<file path="config.mk">
export PLATFORM = sky130hd
export DESIGN_NAME = count_sched
export DESIGN_NICKNAME = d
export VERILOG_FILES = /design/src/rtl/count_sched.sv
export SDC_FILE = /design/constraint.sdc
export NUM_CORES = 1
export LEC_CHECK = 0
export CAP_MARGIN = 20
export CORE_ASPECT_RATIO = 0.9
export CORE_MARGIN = 8
export CORE_UTILIZATION = 59
export DETAILED_ROUTE_END_ITERATION = 10
export PLACE_DENSITY = 0.89
export SYNTH_ARGS = -nofsm -noshare
export SYNTH_HDL_FRONTEND = slang
export SYNTH_SLANG_ARGS = --single-unit
</file>
<file path="constraint.sdc">
create_clock -name clkin -period 4.12 [get_ports clkin]
set_input_delay 1.03 -clock clkin [delete_from_list [all_inputs] [get_ports clkin]]
set_output_delay 1.03 -clock clkin [all_outputs]
set_load 0.02 [all_outputs]
</file>
<file path="src/rtl/count_sched.sv">
// count_sched: run/pause/clear sequencer for a two-digit BCD counter.
//
// A single clock drives everything. An internal prescaler issues a one-cycle
// tick every DIV clocks while running. On each tick the BCD digits step up
// toward the limit {LIM_TENS,LIM_ONES}, or down toward 00. When a step lands
// on the terminal value, counting stops and done is raised.
//
// Ports
//   clkin    in   system clock, rising edge
//   clr      in   synchronous active-high reset, overrides all other inputs
//   start    in   pulse: begin counting (IDLE) or resume (PAUSE)
//   stop     in   pulse: pause counting (RUN)
//   clear    in   pulse: reload the start value for up_dn and go to IDLE
//   up_dn    in   direction, 1 = up, 0 = down; sampled on clear and IDLE+start
//   tick     out  one-cycle pulse in the cycle new digits first appear
//   ones     out  BCD ones digit
//   tens     out  BCD tens digit
//   running  out  state is RUN
//   done     out  state is DONE
module count_sched #(
  parameter int DIV      = 50,
  parameter int PW       = 6,
  parameter int LIM_TENS = 5,
  parameter int LIM_ONES = 9
) (
  input  logic       clkin,
  input  logic       clr,
  input  logic       start,
  input  logic       stop,
  input  logic       clear,
  input  logic       up_dn,
  output logic       tick,
  output logic [3:0] ones,
  output logic [3:0] tens,
  output logic       running,
  output logic       done
);

  typedef enum logic [1:0] {IDLE, RUN, PAUSE, DONE} state_t;

  localparam logic [PW-1:0] PRESC_LAST = PW'(DIV - 1);
  localparam logic [7:0]    LIM_BCD    = {4'(LIM_TENS), 4'(LIM_ONES)};

  state_t        state, state_nxt;
  logic [PW-1:0] presc, presc_nxt;
  logic          dir, dir_nxt;
  logic [7:0]    digits, digits_nxt;   // {tens, ones}
  logic [7:0]    stepped;
  logic          tick_r, tick_nxt;

  // Terminal value for a direction: limit when counting up, 00 when down.
  function automatic logic is_term(input logic d, input logic [7:0] bcd);
    return d ? (bcd == LIM_BCD) : (bcd == 8'h00);
  endfunction

  // One BCD step in direction d, carrying/borrowing between the digits.
  function automatic logic [7:0] bcd_step(input logic d, input logic [7:0] bcd);
    logic [3:0] t, o;
    t = bcd[7:4];
    o = bcd[3:0];
    if (d) begin
      if (o == 4'd9) return {t + 4'd1, 4'd0};
      else           return {t, o + 4'd1};
    end else begin
      if (o == 4'd0) return {t - 4'd1, 4'd9};
      else           return {t, o - 4'd1};
    end
  endfunction

  // State register
  always_ff @(posedge clkin) begin
    if (clr) begin
      state  <= IDLE;
      presc  <= '0;
      dir    <= 1'b1;
      digits <= 8'h00;
      tick_r <= 1'b0;
    end else begin
      state  <= state_nxt;
      presc  <= presc_nxt;
      dir    <= dir_nxt;
      digits <= digits_nxt;
      tick_r <= tick_nxt;
    end
  end

  // Next-state logic; clear outranks stop, which outranks start.
  always_comb begin
    state_nxt  = state;
    presc_nxt  = presc;
    dir_nxt    = dir;
    digits_nxt = digits;
    tick_nxt   = 1'b0;
    stepped    = bcd_step(dir, digits);

    if (clear) begin
      state_nxt  = IDLE;
      presc_nxt  = '0;
      dir_nxt    = up_dn;
      digits_nxt = up_dn ? 8'h00 : LIM_BCD;
    end else begin
      unique case (state)
        IDLE: begin
          if (!stop && start) begin
            dir_nxt   = up_dn;
            presc_nxt = '0;
            // Already at the terminal value: finish without a tick.
            state_nxt = is_term(up_dn, digits) ? DONE : RUN;
          end
        end
        RUN: begin
          // stop beats a coincident wrap: the prescaler parks at DIV-1 so the
          // deferred step fires on the first RUN cycle after resume.
          if (stop) begin
            state_nxt = PAUSE;
          end else if (presc == PRESC_LAST) begin
            presc_nxt  = '0;
            tick_nxt   = 1'b1;
            digits_nxt = stepped;
            if (is_term(dir, stepped)) state_nxt = DONE;
          end else begin
            presc_nxt = presc + PW'(1);
          end
        end
        PAUSE: begin
          if (!stop && start) state_nxt = RUN;
        end
        DONE: begin
        end
        default: state_nxt = IDLE;
      endcase
    end
  end

  // Outputs, all taken straight from registers
  always_comb begin
    tick    = tick_r;
    tens    = digits[7:4];
    ones    = digits[3:0];
    running = (state == RUN);
    done    = (state == DONE);
  end

endmodule

</file>
==> flow_metrics.env, run 1 <==
export IMPL_netlist_top_cells_area="dfxtp_1 26%, ha_1 13%, nor2_1 5.2%"
export IMPL_finalHoldViolCount=0
export IMPL_hold_buffers=0
export IMPL_synth_warnings=0
export IMPL_initial_utilization_pct=62.9
export IMPL_post_cts_buffers=0
export IMPL_crit_type="input pin to register"
export IMPL_nFillCells=179
export IMPL_diodes=0
export IMPL_ys_types=45
export IMPL_drt_pass1_iter_count=4
export IMPL_drive_above_1_share_pct=8.43
export IMPL_synthToLayoutAreaGrowth_pct=15.3
export IMPL_io_pins=17
export IMPL_rows=16
export IMPL_fin_tns_setup_ps=0
export IMPL_final_setup_viol_count=0
export IMPL_synth_top_area_share_pct=26.3
export IMPL_cpPeakStageDelay_ps=510
export IMPL_total_power_mw=0.377
export IMPL_critPathArrivalTime_ps=3010
export IMPL_syn_area_um2=1370
export IMPL_power_density_nw_per_um2=238
export IMPL_synth_top_cell_by_area="dfxtp_1"
export IMPL_max_cap_violations=0
export IMPL_fin_skew_ps=1.47
export IMPL_clkTransAtPathRegs_ps=110
export IMPL_min_path_type="register to register"
export IMPL_ant_nets=0
export IMPL_end_kind="register"
export IMPL_drt_total_wl_um=3180
export IMPL_ys_seq_elements=18
export IMPL_post_route_min_period_ps=2790
export IMPL_slew_viol_final=0
export IMPL_p_leak_nw=0.590
export IMPL_portBuffers=16
export IMPL_cp_slowest_cell="a2111oi_0"
export IMPL_fmax_mhz=358
export IMPL_path_cells="clkdlybuf4s50_1 > nand2b_1 > a2111oi_0 > o211ai_1 > a2111oi_4 > nor2_2 > o31ai_1"
export IMPL_dr_first_iter_drc_count=65
export IMPL_worstPathRequired_ps=4340
export IMPL_worst_pin_slew_ps=554
export IMPL_syn_area_per_cell_um2=8.37
export IMPL_grt_pass1_vias=1129
export IMPL_cts_resized=0
export IMPL_place_detailed_hpwl_um=2430
export IMPL_cts_sinks=18
export IMPL_seq_area_frac_synth_pct=26.3
export IMPL_via_per_inst=6.03
export IMPL_coreArea_um2=2180
export IMPL_grt_max_degree=15
export IMPL_gp_congestion=0.902
export IMPL_cts_buffers=3
export IMPL_die_area_um2=4130
export IMPL_drc=0
export IMPL_syn_nets=184
export IMPL_ir_worst_vdd_uv=211
export IMPL_fin_nets=199
export IMPL_grt_pass1_wl_um=5240
export IMPL_die_y_um=61.8
export IMPL_cts_buffer_depth=2
export IMPL_rsz0062_at_grt="false"
export IMPL_startpoint_type="input pin"
export IMPL_cts_root_buffer="clkbuf_4"
export IMPL_route_vias_total=1236
export IMPL_dieWidth_um=66.8
export IMPL_syn_inst=164
export IMPL_hold_depth=2
export IMPL_crit_path_max_fanout=3
export IMPL_cp_top_family="compound AO/OA/AOI/OAI gates"
export IMPL_antenna_found_initial=0
export IMPL_wl_per_cell_um=15.5
export IMPL_crit_buf_inv=1
export IMPL_slew_headroom_pct=63.0
export IMPL_cts_tree="done"
export IMPL_clk_latency_ps=300
export IMPL_ff2ff_path_depth=8
export IMPL_path_depth=7
export IMPL_cts_max_level=1
export IMPL_run_status="complete, no violations"
export IMPL_overflow=0
export IMPL_fin_crit_sh_pct=67.8
export IMPL_grt_total_usage_pct=16.3
[Yosys cell counts, drive strengths merged]
master and count:
dfxtp 18, a22oi 1, nor2 20, or2 2
o311ai 1, xnor2 3, and4 2, a2111o 1
o211a 1, o21bai 1, a2111oi 3, o22a 1
or4b 1, nand2b 3, o32a 1, xor2 5
mux2 2, nand4b 2, nor3b 3, nor4b 1
ha 14, o21ai 3, o21a 4, mux2i 2
a21oi 7, clkbuf 6, o211ai 3, o221ai 1
nand3 6, a211oi 7, and3 1, nor2b 5
or3 1, nor3 2, inv 11, nand4 3
and3b 1, buf 1, nand3b 1, o31ai 1
or4 2, nand2 10
[report_power, final]
part / internal [mW] / leakage, nW / switching [mW]
logic: 0.0343 / 0.423 / 0.0400
clock network: 0.0540 / 0.0210 / 0.0589
registers: 0.178 / 0.146 / 0.0113
total: 0.267 / 0.590 / 0.110
[worst register-to-register path, cell delays in order, from the launching register on]
cell and delay [ps]:
dfxtp_1 430, inv_1 180, ha_1 280, or4b_4 520, a211oi_2 240, o211ai_1 170, a2111oi_4 450, nor2_2 80
o31ai_1 220
[placed cells by master (no fill, tap or decap), drive strengths merged, types with 2 or more instances in the layout]
cell	instances
nor2b	5
nor2	20
mux2i	2
or4	2
clkbuf	4
nand2b	3
o21a	4
o211ai	3
xor2	5
a21oi	7
a2111oi	3
nor3b	3
nand4b	2
o21ai	3
ha	14
xnor2	3
nor3	2
and4	2
mux2	2
dfxtp	18
nand2	10
inv	11
clkdlybuf4s50	16
a211oi	7
nand4	3
nand3	6
or2	2
[kinds of logic after synthesis]
kind of cell | count (synthesis) | share of synthesized area (%)
adder cells (fa/ha/maj) | 14 | 12.8
XOR/XNOR | 8 | 5.11
AND/OR/NAND/NOR | 66 | 26.3
multiplexers | 4 | 3.10
AO/OA/AOI/OAI | 36 | 21.5
buffers and inverters | 18 | 5.01
flip-flops | 18 | 26.3
[metrics by stage]
| stage | setup slack, ps | hold slack [ps] | instances | cell area (um^2) | utilization [%] |
|---|---|---|---|---|---|
| 2_1_floorplan | 1610 | 479 | 164 | 1370 | - |
| 3_3_place_gp | 1220 | 506 | 201 | 1550 | 70.9 |
| 3_5_place_dp | 1010 | 538 | 201 | 1550 | 70.9 |
| 4_1_cts | 1330 | 563 | 205 | 1580 | 72.5 |
| 5_1_grt | 1150 | 590 | 205 | 1580 | 72.5 |
| 6_report | 1330 | 571 | 205 | 1580 | 72.5 |
[metal layers]
| layer | up-vias | wire, um | global-route usage (%) |
|---|---|---|---|
| li1 | 611 | - | - |
| met1 | 593 | 1420 | 20.7 |
| met2 | 30 | 1510 | 26.6 |
| met3 | 2 | 244 | 5.02 |
| met4 | 0 | 10 | 3.04 |
| met5 | - | 0 | 0 |
[final cells by class]
class                   count  area [um^2]  area share (%)
inverters                  11         41.3            2.61
clock buffers               4         36.3            2.29
flip-flops and latches     18          360            22.8
well taps                  27         33.8            2.13
repair buffers             17          168            10.6
multi-input cells         128          943            59.6
[worst paths after layout]
path              slack [ps]                    end                    from
setup / recovery        1330  state[1]$_SDFFE_PP0P_                    stop
hold / removal           570  presc[4]$_SDFFE_PP0P_   presc[4]$_SDFFE_PP0P_
setup reg to reg        1460  state[1]$_SDFFE_PP0P_  digits[0]$_SDFFE_PP0P_
hold reg to reg          570  presc[4]$_SDFFE_PP0P_   presc[4]$_SDFFE_PP0P_
[state kept, by name (all words and copies together), names as in the netlist]
signal	count
state	2
presc	6
dir	1
digits	8
tick	1
(Power assumes the default switching activity.)
==> run 2, diff against run 1 <==
Settings changed: CORE_UTILIZATION 59 to 55, PLACE_DENSITY 0.89 to 0.84.
Clock period 4.12 ns to 2.6 ns, I/O delays scaled along.
==> flow_metrics.env, run 2 (synthesis gave the netlist of run 1 again) <==
export IMPL_gp_congestion=0.838
export IMPL_reg_largest_list="digits: 8 flops, presc: 6 flops, state: 2 flops"
export IMPL_grt_total_usage_pct=15.8
export IMPL_final_setup_viol_count=0
export IMPL_largest_reg_flops=8
export IMPL_synthToLayoutAreaGrowth_pct=19.3
export IMPL_crit_type="register to register"
export IMPL_cts_resized=0
export IMPL_drc=0
export IMPL_p_leak_nw=0.626
export IMPL_drt_total_wl_um=3320
export IMPL_fin_crit_sh_pct=91.6
export IMPL_grt_pass1_wl_um=5480
export IMPL_place_ws_ps=-80.7
export IMPL_diodes=0
export IMPL_initial_utilization_pct=57.1
export IMPL_fin_ws_ps=219
export IMPL_layout_commonest_cell="nor2_1"
export IMPL_startpoint_type="register"
export IMPL_critPathArrivalTime_ps=2620
export IMPL_dr_first_iter_drc_count=78
export IMPL_place_detailed_hpwl_um=2590
export IMPL_finalHoldViolCount=0
export IMPL_rows=17
export IMPL_drive_above_1_share_pct=11.9
export IMPL_fin_area_um2=1640
export IMPL_place_inst=209
export IMPL_fin_nets=206
export IMPL_power_density_nw_per_um2=368
export IMPL_layout_cells_non_filler=213
export IMPL_cts_max_level=1
export IMPL_crit_path_max_fanout=3
export IMPL_ant_nets=0
export IMPL_antenna_found_initial=0
export IMPL_portBuffers=16
export IMPL_route_vias_total=1280
export IMPL_cts_root_buffer="clkbuf_4"
export IMPL_cts_buffers=3
export IMPL_run_status="complete, no violations"
export IMPL_max_cap_violations=0
export IMPL_hold_buffers=0
export IMPL_coreArea_um2=2400
export IMPL_cts_tree="done"
export IMPL_post_cts_buffers=0
export IMPL_wl_per_cell_um=15.6
export IMPL_cts_buffer_depth=2
export IMPL_io_pins=17
export IMPL_overflow=0
export IMPL_fmax_mhz=420
export IMPL_place_area_um2=1600
export IMPL_clk_latency_ps=300
export IMPL_total_power_mw=0.603
export IMPL_drt_pass1_iter_count=4
export IMPL_slew_viol_final=0
export IMPL_die_y_um=63.4
export IMPL_die_area_um2=4350
export IMPL_clkTransAtPathRegs_ps=110
export IMPL_grt_pass1_vias=1239
export IMPL_dieWidth_um=68.7
export IMPL_grt_max_degree=15
export IMPL_ir_worst_vdd_uv=325
export IMPL_fin_hold_ws_ps=548
export IMPL_final_cell_mix="19 x nor2_1, 18 x dfxtp_1, 16 x clkdlybuf4s50_1, 14 x ha_1, 11 x inv_1"
export IMPL_worst_pin_slew_ps=536
export IMPL_slew_headroom_pct=64.2
export IMPL_fin_skew_ps=6.87
export IMPL_via_per_inst=6.01
export IMPL_rsz0062_at_grt="false"
export IMPL_cts_sinks=18
export IMPL_min_path_type="register to register"
export IMPL_reg2reg_slack_ps=220
export IMPL_post_route_min_period_ps=2380
export IMPL_end_kind="register"
export IMPL_worstPathRequired_ps=2840
export IMPL_top_register="digits"
## run 2: where the power goes
group | switching [mW] | internal (mW)
clock network | 0.0911 | 0.0855
logic | 0.0697 | 0.0608
registers | 0.0136 | 0.283
## run 2: worst paths after layout
path	start	end	cells after the start
setup / recovery	state[0]$_SDFFE_PP0P_	state[0]$_SDFFE_PP0P_	8
hold / removal	presc[5]$_SDFFE_PP0P_	presc[5]$_SDFFE_PP0P_	2
setup reg to reg	state[0]$_SDFFE_PP0P_	state[0]$_SDFFE_PP0P_	8
hold reg to reg	presc[5]$_SDFFE_PP0P_	presc[5]$_SDFFE_PP0P_	2
## run 2: worst max-delay path, stage by stage, from the launching register on
cell       delay, ps
dfxtp_1          400
inv_1            100
ha_1             220
or2_2            310
a2111oi_1        460
o211ai_1         220
a2111oi_4        310
nor2_2            80
a211oi_2         210
## run 2: layout make-up
class / instances / area (um^2)
multi-input cells: 128 / 945
fillers: 207 / 766
flip-flops and latches: 18 / 360
repair buffers: 24 / 220
inverters: 11 / 41.3
clock buffers: 4 / 36.3
well taps: 28 / 35.0
## run 2: per-stage QoR
stage               util [%]  setup TNS, ps
global route            68.1              0
finish                  68.1              0
global placement        66.6              0
CTS                     68.1              0
detailed placement      66.6           -148
floorplan                  -              0
## run 2: routing by layer
layer	global-route usage, %	wire length, um	vias up
met5	0	0	-
met4	8.70	78	0
met3	2.30	209	9
met2	25.2	1640	49
met1	19.4	1390	592
li1	-	-	630
